===== src/rtl/btn_pkg.sv =====
`default_nettype none
// ============================================================================
// Module      : btn_pkg
// Description : Shared types and helpers for the push-button front end.
//               Per-channel FSM state encoding and counter-width helper.
// Revision    : 1.0  initial release
// ============================================================================
package btn_pkg;

    // Per-channel debounce / hold state, 2-bit encoding.
    typedef enum logic [1:0] {
        IDLE   = 2'd0,
        DEB_DN = 2'd1,
        HELD   = 2'd2,
        DEB_UP = 2'd3
    } btn_state_t;

    // Width that holds the largest of the three tick counts.
    function automatic int cnt_width(input int a, input int b, input int c);
        int m;
        m = a;
        if (b > m) m = b;
        if (c > m) m = c;
        return $clog2(m + 1);
    endfunction

endpackage
`default_nettype wire


===== src/rtl/btn_ctrl_if.sv =====
`default_nettype none
// ============================================================================
// Module      : btn_ctrl_if
// Description : Signal bundle of the push-button front end.
//               ce1ms       1 ms clock-enable strobe
//               btn_in      raw asynchronous buttons, 1 = pressed
//               btn_lvl     debounced level
//               btn_press   1-clk press strobe
//               btn_release 1-clk release strobe
//               btn_long    1-clk long-press strobe
//               slave  : the btn_ctrl side, master : the driving side.
// Revision    : 1.0  initial release
// ============================================================================
interface btn_ctrl_if #(
    parameter int N_BTN = 4
);
    logic             ce1ms;
    logic [N_BTN-1:0] btn_in;
    logic [N_BTN-1:0] btn_lvl;
    logic [N_BTN-1:0] btn_press;
    logic [N_BTN-1:0] btn_release;
    logic [N_BTN-1:0] btn_long;

    modport slave (
        input  ce1ms,
        input  btn_in,
        output btn_lvl,
        output btn_press,
        output btn_release,
        output btn_long
    );

    modport master (
        output ce1ms,
        output btn_in,
        input  btn_lvl,
        input  btn_press,
        input  btn_release,
        input  btn_long
    );
endinterface
`default_nettype wire


===== src/rtl/btn_chan.sv =====
`default_nettype none
// ============================================================================
// Module      : btn_chan
// Description : One button channel: 2-flop synchroniser, debounce/hold FSM,
//               registered level and press/release/long strobes.
//               Optional macro BTN_REPEAT_EN: auto-repeat press strobes every
//               REP_MS ticks after the long-press strobe while held.
// Ports       : clk, rst       clock, synchronous active-high reset
//               i_ce1ms        1 ms tick enable
//               i_btn          raw button input
//               o_lvl          debounced level
//               o_press        press strobe (also repeat strobes)
//               o_release      release strobe
//               o_long         long-press strobe
// Revision    : 1.0  initial release
// ============================================================================
module btn_chan
    import btn_pkg::*;
#(
    parameter int DEB_MS  = 20,
    parameter int LONG_MS = 1000,
    parameter int REP_MS  = 200
) (
    input  wire logic clk,
    input  wire logic rst,
    input  wire logic i_ce1ms,
    input  wire logic i_btn,
    output logic      o_lvl,
    output logic      o_press,
    output logic      o_release,
    output logic      o_long
);

    localparam int                 c_CNT_W    = cnt_width(DEB_MS, LONG_MS, REP_MS);
    localparam logic [c_CNT_W-1:0] c_DEB_LAST = c_CNT_W'(DEB_MS - 1);
    localparam logic [c_CNT_W-1:0] c_LONG_MAX = c_CNT_W'(LONG_MS);
`ifdef BTN_REPEAT_EN
    localparam logic [c_CNT_W-1:0] c_REP_LAST = c_CNT_W'(REP_MS - 1);
    localparam bit                 c_LONG_EN  = (LONG_MS > 0);
`endif

    btn_state_t         r_state;
    logic               r_meta;
    logic               r_sync;
    logic [c_CNT_W-1:0] r_deb_cnt;
    logic [c_CNT_W-1:0] r_hold_cnt;
`ifdef BTN_REPEAT_EN
    logic [c_CNT_W-1:0] r_rep_cnt;
`endif
    logic               r_lvl;
    logic               r_press;
    logic               r_release;
    logic               r_long;

    always_ff @(posedge clk) begin
        if (rst) begin
            r_state    <= IDLE;
            r_meta     <= 1'b0;
            r_sync     <= 1'b0;
            r_deb_cnt  <= '0;
            r_hold_cnt <= '0;
`ifdef BTN_REPEAT_EN
            r_rep_cnt  <= '0;
`endif
            r_lvl      <= 1'b0;
            r_press    <= 1'b0;
            r_release  <= 1'b0;
            r_long     <= 1'b0;
        end else begin
            r_meta    <= i_btn;
            r_sync    <= r_meta;
            r_press   <= 1'b0;
            r_release <= 1'b0;
            r_long    <= 1'b0;

            // A level change on r_sync is checked before the tick so that a
            // coincident tick is never counted in the state being left.
            case (r_state)
                IDLE: begin
                    if (r_sync) begin
                        r_state   <= DEB_DN;
                        r_deb_cnt <= '0;
                    end
                end

                DEB_DN: begin
                    if (!r_sync) begin
                        r_state <= IDLE;
                    end else if (i_ce1ms) begin
                        if (r_deb_cnt == c_DEB_LAST) begin
                            r_state    <= HELD;
                            r_hold_cnt <= '0;
`ifdef BTN_REPEAT_EN
                            r_rep_cnt  <= '0;
`endif
                            r_lvl      <= 1'b1;
                            r_press    <= 1'b1;
                        end else begin
                            r_deb_cnt <= r_deb_cnt + 1'b1;
                        end
                    end
                end

                HELD: begin
                    if (!r_sync) begin
                        r_state   <= DEB_UP;
                        r_deb_cnt <= '0;
                    end else if (i_ce1ms) begin
                        // Saturating at LONG_MS makes btn_long a one-shot per
                        // press, even across bounces through DEB_UP.
                        if (r_hold_cnt != c_LONG_MAX) begin
                            r_hold_cnt <= r_hold_cnt + 1'b1;
                            if (r_hold_cnt == c_LONG_MAX - 1'b1)
                                r_long <= 1'b1;
                        end
`ifdef BTN_REPEAT_EN
                        else if (c_LONG_EN) begin
                            if (r_rep_cnt == c_REP_LAST) begin
                                r_rep_cnt <= '0;
                                r_press   <= 1'b1;
                            end else begin
                                r_rep_cnt <= r_rep_cnt + 1'b1;
                            end
                        end
`endif
                    end
                end

                DEB_UP: begin
                    if (r_sync) begin
                        r_state <= HELD;
                    end else if (i_ce1ms) begin
                        if (r_deb_cnt == c_DEB_LAST) begin
                            r_state   <= IDLE;
                            r_lvl     <= 1'b0;
                            r_release <= 1'b1;
                        end else begin
                            r_deb_cnt <= r_deb_cnt + 1'b1;
                        end
                    end
                end

                default: r_state <= IDLE;
            endcase
        end
    end

    assign o_lvl     = r_lvl;
    assign o_press   = r_press;
    assign o_release = r_release;
    assign o_long    = r_long;

endmodule
`default_nettype wire


===== src/rtl/btn_ctrl.sv =====
`default_nettype none
// ============================================================================
// Module      : btn_ctrl
// Description : Multi-channel push-button front end. Fans the 1 ms tick out
//               to N_BTN independent btn_chan instances and gathers their
//               level and strobe outputs.
//               Optional macro BTN_REPEAT_EN: auto-repeat of btn_press.
// Ports       : clk   system clock
//               rst   synchronous active-high reset
//               bus   btn_ctrl_if.slave (ce1ms, btn_in, btn_lvl, btn_press,
//                     btn_release, btn_long)
// Revision    : 1.0  initial release
// ============================================================================
module btn_ctrl #(
    parameter int N_BTN   = 4,
    parameter int DEB_MS  = 20,
    parameter int LONG_MS = 1000,
    parameter int REP_MS  = 200
) (
    input  wire logic  clk,
    input  wire logic  rst,
    btn_ctrl_if.slave  bus
);

    logic [N_BTN-1:0] w_lvl;
    logic [N_BTN-1:0] w_press;
    logic [N_BTN-1:0] w_release;
    logic [N_BTN-1:0] w_long;

    generate
        for (genvar i = 0; i < N_BTN; i++) begin : g_chan
            btn_chan #(
                .DEB_MS  (DEB_MS),
                .LONG_MS (LONG_MS),
                .REP_MS  (REP_MS)
            ) u_chan (
                .clk       (clk),
                .rst       (rst),
                .i_ce1ms   (bus.ce1ms),
                .i_btn     (bus.btn_in[i]),
                .o_lvl     (w_lvl[i]),
                .o_press   (w_press[i]),
                .o_release (w_release[i]),
                .o_long    (w_long[i])
            );
        end
    endgenerate

    assign bus.btn_lvl     = w_lvl;
    assign bus.btn_press   = w_press;
    assign bus.btn_release = w_release;
    assign bus.btn_long    = w_long;

endmodule
`default_nettype wire

===== src/flat_wrapper.sv =====
// flat-port wrapper written by rule: the top's interface ports become plain ports
module btn_ctrl_flat 
#(
    parameter int N_BTN   = 4,
    parameter int DEB_MS  = 20,
    parameter int LONG_MS = 1000,
    parameter int REP_MS  = 200
)
  (clk, rst, bus_ce1ms, bus_btn_in, bus_btn_lvl, bus_btn_press, bus_btn_release, bus_btn_long);
  btn_ctrl_if #(.N_BTN(N_BTN)) bus_i ();
  input  wire logic clk;
  input  wire logic rst;
  input wire logic [$bits(bus_i.ce1ms)-1:0] bus_ce1ms;
  input wire logic [$bits(bus_i.btn_in)-1:0] bus_btn_in;
  output wire logic [$bits(bus_i.btn_lvl)-1:0] bus_btn_lvl;
  output wire logic [$bits(bus_i.btn_press)-1:0] bus_btn_press;
  output wire logic [$bits(bus_i.btn_release)-1:0] bus_btn_release;
  output wire logic [$bits(bus_i.btn_long)-1:0] bus_btn_long;
  assign bus_i.ce1ms = bus_ce1ms;
  assign bus_i.btn_in = bus_btn_in;
  assign bus_btn_lvl = bus_i.btn_lvl;
  assign bus_btn_press = bus_i.btn_press;
  assign bus_btn_release = bus_i.btn_release;
  assign bus_btn_long = bus_i.btn_long;
  btn_ctrl #(.N_BTN(N_BTN), .DEB_MS(DEB_MS), .LONG_MS(LONG_MS), .REP_MS(REP_MS)) u_core (.clk(clk), .rst(rst), .bus(bus_i));
endmodule

===== config.mk =====
export PLATFORM = sky130hd
export DESIGN_NAME = btn_ctrl_flat
export DESIGN_NICKNAME = d
export VERILOG_FILES = /design/src/rtl/btn_pkg.sv /design/src/rtl/btn_ctrl_if.sv /design/src/rtl/btn_chan.sv /design/src/rtl/btn_ctrl.sv /design/src/flat_wrapper.sv
export SDC_FILE = /design/constraint.sdc
export NUM_CORES = 1
export LEC_CHECK = 0
export ABC_AREA = 1
export BUFFER_PORTS_ARGS = -buffer_cell sky130_fd_sc_hd__clkbuf_2
export CAP_MARGIN = 10
export CORE_MARGIN = 5
export CORE_UTILIZATION = 40
export DETAILED_ROUTE_END_ITERATION = 10
export GPL_ROUTABILITY_DRIVEN = 0
export HOLD_SLACK_MARGIN = 0.15
export SETUP_SLACK_MARGIN = 0.1
export SYNTH_ARGS = -nofsm -noshare
export SYNTH_HDL_FRONTEND = slang
export SYNTH_SLANG_ARGS = --single-unit

===== constraint.sdc =====
create_clock -name clk -period 1.7 [get_ports clk]
set_clock_uncertainty 0.05 [all_clocks]
set_input_delay 0.17 -clock clk [delete_from_list [all_inputs] [get_ports clk]]
set_output_delay 0.17 -clock clk [all_outputs]
set_load 0.1 [all_outputs]

==> Flow_metrics.wiki, run 1 <==
{| class="wikitable"
! Metric !! Value
|-
| Post-synthesis cell type count || 33
|-
| DR WL/cell || 11.75 µm
|-
| Shortest period the worst path allows || approximately 1500 ps
|-
| Unrepaired setup endpoints after global routing || true
|-
| Port-buffer cells || 22
|-
| Final Hold Viols || 0
|-
| H-tree Lvls || 3
|-
| Critical setup path kind || reg2reg
|-
| Transition time of the tightest slew-check pin || about 550 ps
|-
| Vias/cell || slightly below 5
|-
| Count of final setup violators || 0
|-
| Worst skew pair latency || ~360 ps
|-
| Net count after synthesis || between 1000 and 1500
|-
| CTS tree || built
|-
| Total DRC errors in the routed layout || 0
|-
| Post-synthesis area per instance || a little over 6 µm²
|-
| Max capacitance violation total || 0
|-
| Via count of the routed design || between 6000 and 7000
|-
| Delay of the slowest critical-path stage || 370 ps
|-
| Seq/Total Area, Yosys || 0.3422
|-
| Worst hold slack || about 200 ps
|-
| Relative area change from synthesis to final layout || 22.36%
|-
| IR drop worst, VDD || about 0.49 mV
|-
| Count of buffering cells on the critical path with inverters included || 1
|-
| Worst path cell trace || ha_4 -> nand2_4 -> nor2_4 -> nand4_1 -> buf_4 -> nand3b_1 -> a31o_1
|-
| HPWL after DPL || around 11 mm
|-
| FMAX || 0.6495 GHz
|-
| Number of nets in the layout || about 1100
|-
| Placement row count || 46
|-
| Warnings from Yosys || 0
|-
| Global-route usage over all layers || 0.1732
|-
| CTS Buf Count || 9
|-
| Initial antenna violation count || 0
|-
| PD cells || around 640 nW/µm²
|-
| Number of design-rule violations left by the first detailed-router iteration || 400
|-
| Fillcell total || between 1500 and 2000
|-
| Slew margin rel. || 0.6367
|-
| Die width || about 140 µm
|-
| Die outline height || about 140 µm
|-
| Area of the core region || around 16000 µm²
|-
| Router iterations before antenna repair || 4
|-
| Sum of negative setup slack || 0 ps
|-
| Total congestion overflow after global routing || 0
|-
| Flip-flop and latch count after synthesis || 112
|-
| Starting density of the core || 0.4094
|-
| Kind of capture point of the worst setup path || flop
|-
| Startpoint class of the critical path || flop
|-
| Data arrival, critical path || between 1500 and 2000 ps
|-
| Detailed Route WL || ~16 mm
|-
| Clk sink count || approximately 110
|-
| Status || finished clean
|-
| Required time of the worst setup path || between 1500 and 2000 ps
|-
| Master cell of the clock root buffer || clkbuf_16
|-
| Maximum fanout encountered on the critical timing path || 4
|-
| Clock Path Buffers || 2
|-
| N_diodes || 0
|-
| Antenna-violating nets left || 0
|-
| Via count of the first global-routing pass || about 6000
|-
| Global-route wire length before repair || approximately 27 mm
|-
| Delay-heaviest family, CP || simple AND/OR/NAND/NOR gates
|-
| # IOs || 23
|-
| Pleak || a little under 0.003 µW
|-
| Critical-path cell with the highest stage delay || dfxtp_4
|-
| Count of pins over their slew limit || 0
|-
| DIE AREA || about 19000 µm²
|-
| Pin count of the biggest net entering global routing || 40
|-
| Count of mapped cells out of synthesis || around 1100
|-
| Clock input transition at the sequential cells of the worst setup and hold paths || approximately 70 ps
|-
| Crit share post-route || 0.9057
|-
| Path category of the worst min-delay check || in2reg
|-
| Post-synthesis instance area || 6551 µm²
|-
| Share of layout cells above drive strength 1 || 0.2052
|}
==> path summary, 6_finish.rpt <==
check	from	end	slack, ps	depth (start not counted)
hold reg to reg	u_core.g_chan[2].u_chan.r_meta$_SDFF_PP0_	u_core.g_chan[2].u_chan.r_sync$_SDFF_PP0_	350	2
setup reg to reg	u_core.g_chan[3].u_chan.r_deb_cnt[1]$_SDFFE_PP0P_	u_core.g_chan[3].u_chan.o_lvl$_SDFFE_PP0P_	160	7
hold / removal	rst	u_core.g_chan[1].u_chan.r_hold_cnt[9]$_SDFFE_PP0P_	200	3
setup / recovery	u_core.g_chan[3].u_chan.r_deb_cnt[1]$_SDFFE_PP0P_	u_core.g_chan[3].u_chan.o_lvl$_SDFFE_PP0P_	160	7
==> where the power goes <==
part | internal, µW | switching [µW] | leakage (µW)
logic | 141 | 245 | 0.00189
registers | 2640 | 23.6 | 0.000917
clock network | 1070 | 981 | 0.000138
total | 3850 | 1250 | 0.00295
==> cells in the mapped netlist <==
master      n  area share
nor4_1      7      0.0067
xor2_1     12       0.016
o21ai_0     6      0.0046
buf_1       2      0.0011
nand3_1   107       0.082
nor3b_1     3      0.0034
nand2_2     4      0.0038
nor2_1    172       0.099
buf_6       1      0.0017
inv_2      19       0.011
clkbuf_1   11      0.0063
a21oi_1    79       0.060
buf_4      17       0.019
o211a_1     1      0.0015
dfxtp_1   112        0.34
o21bai_1    7      0.0080
nor2_4      1      0.0017
nor3_1     16       0.012
xor2_2      1      0.0025
nand3b_1    6      0.0069
clkinv_1    7      0.0040
ha_1       12       0.023
nand2_1   299        0.17
o21bai_4    2      0.0057
nor2_2      2      0.0019
o21ai_1     9      0.0069
nand4_1    28       0.027
xnor2_1     2      0.0027
nand3_2     2      0.0031
inv_1      91       0.052
a31o_1      2      0.0027
buf_2      10      0.0076
a21oi_4     1      0.0025
==> worst register-to-register path, cell delays in order (launching register included) <==
cell,delay (ps)
dfxtp_4,370
ha_4,150
nand2_4,50
nor2_4,90
nand4_1,170
buf_4,190
nand3b_1,150
a31o_1,210
==> cell families after synthesis <==
logic type                 synth area share
and+or+nand+nor                      0.4181
buffers and inverters                0.1033
DFF                                  0.3422
AOI/OAI and AO/OA                   0.09225
xor gates and xnor gates            0.02120
adders and majority gates           0.02292
==> per-stage QoR <==
stage / cell area, µm² / total power, µW / setup slack, ps / instances / util
after floorplan: 6609 / 2933 / 107.2 / 1051 / -
after global placement: 7247 / 3069 / 50.26 / 1311 / 0.4529
after detailed placement: 7247 / 3068 / 37.98 / 1311 / 0.4529
after CTS: 7627 / 5150 / 76.89 / 1333 / 0.4767
after global routing: 8016 / 5343 / 64.80 / 1342 / 0.5010
final: 8016 / 5099 / 160.3 / 1342 / 0.5010
==> flip-flops by register name, summed over array words and instances, names as in the netlist, named ones only <==
name / flops
u_core.g_chan.u_chan.o_long: 4
u_core.g_chan.u_chan.o_lvl: 4
u_core.g_chan.u_chan.o_press: 4
u_core.g_chan.u_chan.o_release: 4
u_core.g_chan.u_chan.r_deb_cnt: 40
u_core.g_chan.u_chan.r_hold_cnt: 40
u_core.g_chan.u_chan.r_meta: 4
u_core.g_chan.u_chan.r_state: 4
u_core.g_chan.u_chan.r_sync: 4
==> area by class of cell <==
cell class / count / area, µm² / share of cell area
clock buffers: 11 / 252.7 / 0.03153
clock inverters: 4 / 30.03 / 0.003746
inverters: 117 / 446.7 / 0.05572
multi-input cells: 782 / 3978 / 0.4962
flip-flops and latches: 112 / 2283 / 0.2848
well taps: 216 / 270.3 / 0.03371
repair buffers: 100 / 755.7 / 0.09427
==> cells in the final DEF (no fill, tap or decap), drive strengths merged, types with 3 or more instances in the layout <==
| cell type | count |
|---|---|
| nor3 | 16 |
| nand2 | 303 |
| a21oi | 80 |
| dfxtp | 112 |
| nor3b | 3 |
| nand3 | 110 |
| buf | 74 |
| clkinv | 7 |
| o21bai | 9 |
| inv | 113 |
| xor2 | 13 |
| clkbuf | 32 |
| ha | 12 |
| nor2 | 175 |
| dlygate4sd3 | 5 |
| nand3b | 6 |
| nor4 | 7 |
| nand4 | 28 |
| o21ai | 15 |
==> repair_timing <==
action,in CTS,in global routing
buffers inserted,2,8
endpoints found under the hold margin,5,0
gates resized for setup,11,100
setup endpoints to repair,50,83
hold buffers,5,0
cloned,0,1
pin swaps,2,18
==> metal layers <==
layer	vias to the layer above	GRT usage	wire [µm]
met5	-	0	0
met4	0	0.05049	247
met3	23	0.03556	524
met2	91	0.3004	7443
met1	3001	0.2171	7551
li1	3505	-	-
(Power assumes the default switching activity.)
==> run 2, diff against run 1 <==
CTS_BUF_LIST = sky130_fd_sc_hd__clkbuf_8   (was not set)
==> run 2 against run 1 <==
  * Via count is essentially flat
  * Wire length grew 0.13%
  * Fmax shrank 0.78%
  * Die area is the same
  * Final area shrank 0.81%
  * Sequential cell count is the same
  * First-iteration DRC count grew 2.5%
  * Final cell count grew 0.30%
  * Setup slack lost 12 ps
==> Flow_metrics.wiki, run 2 (same netlist as run 1, synthesis figures left out) <==
{| class="wikitable"
! Metric !! Value
|-
| Worst hold slack || 350.3 ps (was 200.2 ps)
|-
| Global-route wire length before repair || 27.06 mm (was 27.10 mm)
|-
| Critical setup path kind || reg2reg (unchanged)
|-
| Via count of the first global-routing pass || 6104 (was 6069)
|-
| Master cell of the clock root buffer || clkbuf_8 (was clkbuf_16)
|-
| Router iterations before antenna repair || 5 (was 4)
|-
| FMAX || 0.6444 GHz (was 0.6495 GHz)
|-
| DIE AREA || 19040 µm² (unchanged)
|-
| Clk sink count || 112 (unchanged)
|-
| Slack of the critical path || 148.2 ps (was 160.3 ps)
|-
| Data arrival, critical path || 1780 ps (was 1750 ps)
|-
| Top library cells by usage in the layout, fill and taps aside || 280 x nand2_1, 156 x nor2_1, 98 x nand3_1 (was 278 x nand2_1, 158 x nor2_1, 98 x nand3_1)
|-
| Fillcell total || 1654 (was 1657)
|-
| Unrepaired setup endpoints after global routing || true (unchanged)
|-
| CTS Buf Count || 9 (unchanged)
|-
| N_diodes || 0 (unchanged)
|-
| Starting density of the core || 0.4094 (unchanged)
|-
| Commonest non-fill, non-tap cell in the layout || nand2_1 (unchanged)
|-
| Initial antenna violation count || 0 (unchanged)
|-
| Count of final setup violators || 0 (unchanged)
|-
| Number of design-rule violations left by the first detailed-router iteration || 410 (was 400)
|-
| Worst skew pair latency || 390 ps (was 360 ps)
|-
| Crit share post-route || 0.9128 (was 0.9057)
|-
| Clock Path Buffers || 2 (unchanged)
|-
| Final Hold Viols || 0 (unchanged)
|-
| Antenna-violating nets left || 0 (unchanged)
|-
| IR drop worst, VDD || 0.5024 mV (was 0.4916 mV)
|-
| Detailed Route WL || 15.79 mm (was 15.77 mm)
|-
| Total DRC errors in the routed layout || 0 (unchanged)
|-
| Pleak || 0.002925 µW (was 0.002947 µW)
|-
| Total congestion overflow after global routing || 0 (unchanged)
|-
| Maximum fanout encountered on the critical timing path || 4 (unchanged)
|-
| Path category of the worst min-delay check || reg2reg (was in2reg)
|-
| Die outline height || 138.0 µm (unchanged)
|-
| CTS tree || built (unchanged)
|-
| Port-buffer cells || 22 (unchanged)
|-
| Kind of capture point of the worst setup path || flop (unchanged)
|-
| Area used by multi-input combinational logic || 3963 µm² (was 3978 µm²)
|-
| Area of the core region || 16000 µm² (unchanged)
|-
| Required time of the worst setup path || 1920 ps (was 1910 ps)
|-
| Via count of the routed design || 6625 (was 6620)
|-
| Startpoint class of the critical path || flop (unchanged)
|-
| Registers with the most flip-flops || u_core.g_chan.u_chan.r_deb_cnt: 40 flops, u_core.g_chan.u_chan.r_hold_cnt: 40 flops (unchanged)
|-
| PD cells || 575.8 nW/µm² (was 636.1 nW/µm²)
|-
| Number of nets in the layout || 1145 (was 1141)
|-
| Sequential standard cell area || 2288 µm² (was 2283 µm²)
|-
| Global-route usage over all layers || 0.1726 (was 0.1732)
|-
| Max capacitance violation total || 0 (unchanged)
|-
| H-tree Lvls || 3 (unchanged)
|-
| Count of pins over their slew limit || 0 (unchanged)
|-
| Pre-CTS setup slack || 37.98 ps (unchanged)
|-
| # IOs || 23 (unchanged)
|-
| Placement row count || 46 (unchanged)
|-
| Share of layout cells above drive strength 1 || 0.2088 (was 0.2052)
|-
| Pin count of the biggest net entering global routing || 40 (unchanged)
|-
| DR WL/cell || 11.73 µm (was 11.75 µm)
|-
| HPWL after DPL || 10.95 mm (unchanged)
|-
| Final Power || 4578 µW (was 5099 µW)
|-
| Transition time of the tightest slew-check pin || 547.3 ps (about the same)
|-
| Vias/cell || 4.922 (was 4.933)
|-
| Sum of negative setup slack || 0 ps (unchanged)
|-
| Relative area change from synthesis to final layout || 21.37% (was 22.36%)
|-
| Status || finished clean (unchanged)
|-
| Slew margin rel. || 0.6367 (about the same)
|-
| Die width || 138.0 µm (unchanged)
|-
| Clock input transition at the sequential cells of the worst setup and hold paths || 100 ps (was 70 ps)
|-
| Shortest period the worst path allows || 1552 ps (was 1540 ps)
|}
[run 2: path summary, 6_finish.rpt]
kind,startpoint,end,slack (ps),cells past startpoint
max,u_core.g_chan[3].u_chan.r_deb_cnt[1]$_SDFFE_PP0P_,flop,150,9
min,u_core.g_chan[2].u_chan.r_meta$_SDFF_PP0_,u_core.g_chan[2].u_chan.r_sync$_SDFF_PP0_,350,2
max reg2reg,u_core.g_chan[3].u_chan.r_deb_cnt[1]$_SDFFE_PP0P_,flop,150,9
min reg2reg,u_core.g_chan[2].u_chan.r_meta$_SDFF_PP0_,u_core.g_chan[2].u_chan.r_sync$_SDFF_PP0_,350,2
[run 2: timing repair]
item | CTS | global route
buffers inserted | 3 | 9
gates resized for setup | 16 | 101
setup endpoints to repair | 52 | 82
hold buffers | 6 | 0
gates cloned | 0 | 2
endpoints found under the hold margin | 6 | 0
pin swaps | 2 | 17
[run 2: worst max-delay path: stages, from the launching register on]
cell,delay [ps]
dfxtp_4,380
ha_4,150
nand2_4,50
nor2_4,90
nand4_1,170
buf_4,210
o21ai_4,160
nand2_1,80
nand2_1,50
a21oi_1,50
[run 2: metal layers]
| layer | global-route usage | up-vias | part of all wire |
|---|---|---|---|
| met2 | 0.2999 | 100 | 0.47 |
| met3 | 0.03628 | 12 | 0.036 |
| li1 | - | 3507 | - |
| met1 | 0.2166 | 3006 | 0.48 |
| met4 | 0.04775 | 0 | 0.011 |
| met5 | 0 | - | 0 |
[run 2: area by class of cell]
| class | instances | area share |
|---|---|---|
| multi-input combinational | 782 | 0.4983 |
| sequential | 112 | 0.2878 |
| timing repair buffer | 104 | 0.1009 |
| inverter | 117 | 0.05618 |
| tap | 216 | 0.03399 |
| clock buffer | 11 | 0.01904 |
| clock inverter | 4 | 0.003777 |
[run 2: power by group]
group	internal (µW)	switching [µW]
combinational	144	245
sequential	2640	22.7
clock	609	918
[run 2: per-stage QoR]
stage               instance area [µm²]  std cells    util
floorplan                          6609       1051       -
global placement                   7247       1311  0.4529
detailed placement                 7247       1311  0.4529
CTS                                7560       1335  0.4725
global route                       7951       1346  0.4970
finish                             7951       1346  0.4970
==> run 3, diff against run 2 <==
clock period = 1.8 ns   (was 1.7 ns; I/O delays follow)
==> run 3 against run 2 <==
  * Fmax down 2.4%
  * First-iteration DRC count fell by 8.0%
  * Sequential power decreased by 5%
  * Setup slack improved by 61 ps
  * Wire length decreased by 2.9%
  * Total power fell by 3.8%
  * Global-route usage shrank 0.33 points
  * Clock power about the same
  * Largest power group unchanged
==> Flow_metrics.wiki, run 3 (same netlist as run 1, synthesis figures left out) <==
{| class="wikitable"
! Metric !! Value
|-
| Status || finished clean (unchanged)
|-
| H-tree Lvls || 3 (unchanged)
|-
| Total congestion overflow after global routing || 0 (unchanged)
|-
| DR WL/cell || 11.62 µm (was 11.73 µm)
|-
| Global-route usage over all layers || 0.1694 (was 0.1726)
|-
| Critical setup path kind || reg2reg (unchanged)
|-
| CTS Buf Count || 9 (unchanged)
|-
| Port-buffer cells || 22 (unchanged)
|-
| HPWL after DPL || 10.81 mm (was 10.95 mm)
|-
| Count of pins over their slew limit || 0 (unchanged)
|-
| CTS tree || built (unchanged)
|-
| Worst skew pair latency || 380 ps (was 390 ps)
|-
| Unrepaired setup endpoints after global routing || true (unchanged)
|-
| Commonest non-fill, non-tap cell in the layout || nand2_1 (unchanged)
|-
| Final Hold Viols || 0 (unchanged)
|-
| Required time of the worst setup path || 2060 ps (was 1920 ps)
|-
| Die width || 138.0 µm (unchanged)
|-
| Detailed Route WL || 15.33 mm (was 15.79 mm)
|-
| Path category of the worst min-delay check || in2reg (was reg2reg)
|-
| Delay of the slowest critical-path stage || 340 ps (was 380 ps)
|-
| Master cell of the clock root buffer || clkbuf_8 (unchanged)
|-
| IR drop worst, VDD || 0.3414 mV (was 0.5024 mV)
|-
| Count of buffering cells on the critical path with inverters included || 1 (unchanged)
|-
| Via count of the first global-routing pass || 5931 (was 6104)
|-
| Data arrival, critical path || 1850 ps (was 1780 ps)
|-
| Antenna-violating nets left || 0 (unchanged)
|-
| Met3 track demand over resource || 0.02540 (was 0.03628)
|-
| Number of design-rule violations left by the first detailed-router iteration || 377 (was 410)
|-
| Placed cell areas || 7094 µm² (was 7247 µm²)
|-
| Area of the core region || 16000 µm² (unchanged)
|-
| Top library cells by usage in the layout, fill and taps aside || 289 x nand2_1, 164 x nor2_1, 101 x nand3_1 (was 280 x nand2_1, 156 x nor2_1, 98 x nand3_1)
|-
| Maximum fanout encountered on the critical timing path || 8 (was 4)
|-
| Layer carrying the most global-route usage || met2 (unchanged)
|-
| Clk sink count || 112 (unchanged)
|-
| Global-route wire length before repair || 26.57 mm (was 27.06 mm)
|-
| Sum of negative setup slack || 0 ps (unchanged)
|-
| PD cells || 584.0 nW/µm² (was 575.8 nW/µm²)
|-
| Clock Path Buffers || 2 (unchanged)
|-
| Die outline height || 138.0 µm (unchanged)
|-
| Slew margin rel. || 0.6351 (was 0.6367)
|-
| Kind of capture point of the worst setup path || flop (unchanged)
|-
| Initial antenna violation count || 0 (unchanged)
|-
| Final std cell area, no fill || 7543 µm² (was 7951 µm²)
|-
| Placement row count || 46 (unchanged)
|-
| Pleak || 0.002760 µW (was 0.002925 µW)
|-
| Registers with the most flip-flops || u_core.g_chan.u_chan.r_deb_cnt: 40 flops, u_core.g_chan.u_chan.r_hold_cnt: 40 flops (unchanged)
|-
| DIE AREA || 19040 µm² (unchanged)
|-
| Router iterations before antenna repair || 5 (unchanged)
|-
| Vias/cell || 4.838 (was 4.922)
|-
| Fraction of the core area covered by cells at the end of the flow || 0.4715 (was 0.4970)
|-
| # IOs || 23 (unchanged)
|-
| Count of final setup violators || 0 (unchanged)
|-
| Relative area change from synthesis to final layout || 15.15% (was 21.37%)
|-
| Pin count of the biggest net entering global routing || 63 (was 40)
|-
| Startpoint class of the critical path || flop (unchanged)
|-
| Fillcell total || 1749 (was 1654)
|-
| Via count of the routed design || 6381 (was 6625)
|-
| Clock input transition at the sequential cells of the worst setup and hold paths || 100 ps (about the same)
|-
| Delay-heaviest family, CP || simple AND/OR/NAND/NOR gates (unchanged)
|-
| Critical-path cell with the highest stage delay || dfxtp_2 (was dfxtp_4)
|-
| Global routing usage on met2 || 0.2812 (was 0.2999)
|-
| Crit share post-route || 0.8836 (was 0.9128)
|-
| Worst path cell trace || ha_2 -> nand2_1 -> nor2_2 -> nand3_2 -> a21oi_4 -> buf_6 -> nand3_1 -> a21oi_1 (was ha_4 -> nand2_4 -> nor2_4 -> nand4_1 -> buf_4 -> o21ai_4 -> nand2_1 -> nand2_1 -> a21oi_1)
|-
| Total DRC errors in the routed layout || 0 (unchanged)
|-
| GR Layer Usage met1 || 0.2256 (was 0.2166)
|-
| Number of nets in the layout || 1118 (was 1145)
|-
| Max capacitance violation total || 0 (unchanged)
|-
| Starting density of the core || 0.4094 (unchanged)
|-
| Transition time of the tightest slew-check pin || 549.6 ps (was 547.3 ps)
|-
| Shortest period the worst path allows || 1590 ps (was 1552 ps)
|-
| Share of layout cells above drive strength 1 || 0.1532 (was 0.2088)
|-
| N_diodes || 0 (unchanged)
|-
| FMAX || 0.6287 GHz (was 0.6444 GHz)
|}
## run 3: timing repair
action	CTS	global route
buffers inserted	0	3
hold buffers	4	0
hold endpoints to repair	4	0
pin swaps	0	6
resized for setup	9	56
endpoints found under the setup margin	32	75
## run 3: path summary, 6_finish.rpt
kind	from	end	slack, ps	cells past startpoint
worst max-delay path	u_core.g_chan[1].u_chan.r_deb_cnt[0]$_SDFFE_PP0P_	u_core.g_chan[1].u_chan.r_hold_cnt[3]$_SDFFE_PP0P_	210	8
worst min-delay path	bus_ce1ms	u_core.g_chan[3].u_chan.o_long$_SDFF_PP0_	230	4
worst min register to register	u_core.g_chan[2].u_chan.r_meta$_SDFF_PP0_	u_core.g_chan[2].u_chan.r_sync$_SDFF_PP0_	360	2
worst max register to register	u_core.g_chan[1].u_chan.r_deb_cnt[0]$_SDFFE_PP0P_	u_core.g_chan[1].u_chan.r_hold_cnt[3]$_SDFFE_PP0P_	210	8
## run 3: layout make-up
class | instances | area (µm²) | share of cell area
multi-input combinational | 781 | 3784 | 0.5016
sequential | 112 | 2268 | 0.3007
timing repair buffer | 78 | 573.1 | 0.07597
inverter | 117 | 450.4 | 0.05971
tap | 216 | 270.3 | 0.03583
clock buffer | 11 | 151.4 | 0.02007
clock inverter | 4 | 46.29 | 0.006137
## run 3: per-stage QoR
step / hold slack, ps / cells / worst slack (ps) / power [µW]
after floorplan: 237.0 / 1051 / 106.4 / 2765
after global placement: 325.8 / 1297 / 68.80 / 2877
after detailed placement: 326.8 / 1297 / 24.72 / 2877
after CTS: 210.7 / 1316 / 105.6 / 4451
after global routing: 246.0 / 1319 / 77.50 / 4619
final: 226.0 / 1319 / 209.5 / 4405
## run 3: where the power goes
part	switching, µW	total [µW]	internal, µW	leakage (µW)
logic	217	329	112	0.00174
registers	20.4	2520	2500	0.000914
clock network	851	1560	707	0.000108
total	1090	4410	3320	0.00276
## run 3: routing by layer
metal | part of all wire | wire (µm)
met2 | 0.45 | 6935
met1 | 0.50 | 7673
met3 | 0.030 | 458
met4 | 0.017 | 265
met5 | 0 | 0
## run 3: worst min-delay path, cell delays in order
cell and delay, ps:
clkbuf_2 120, buf_12 170, nand2_1 90, nor4_1 50
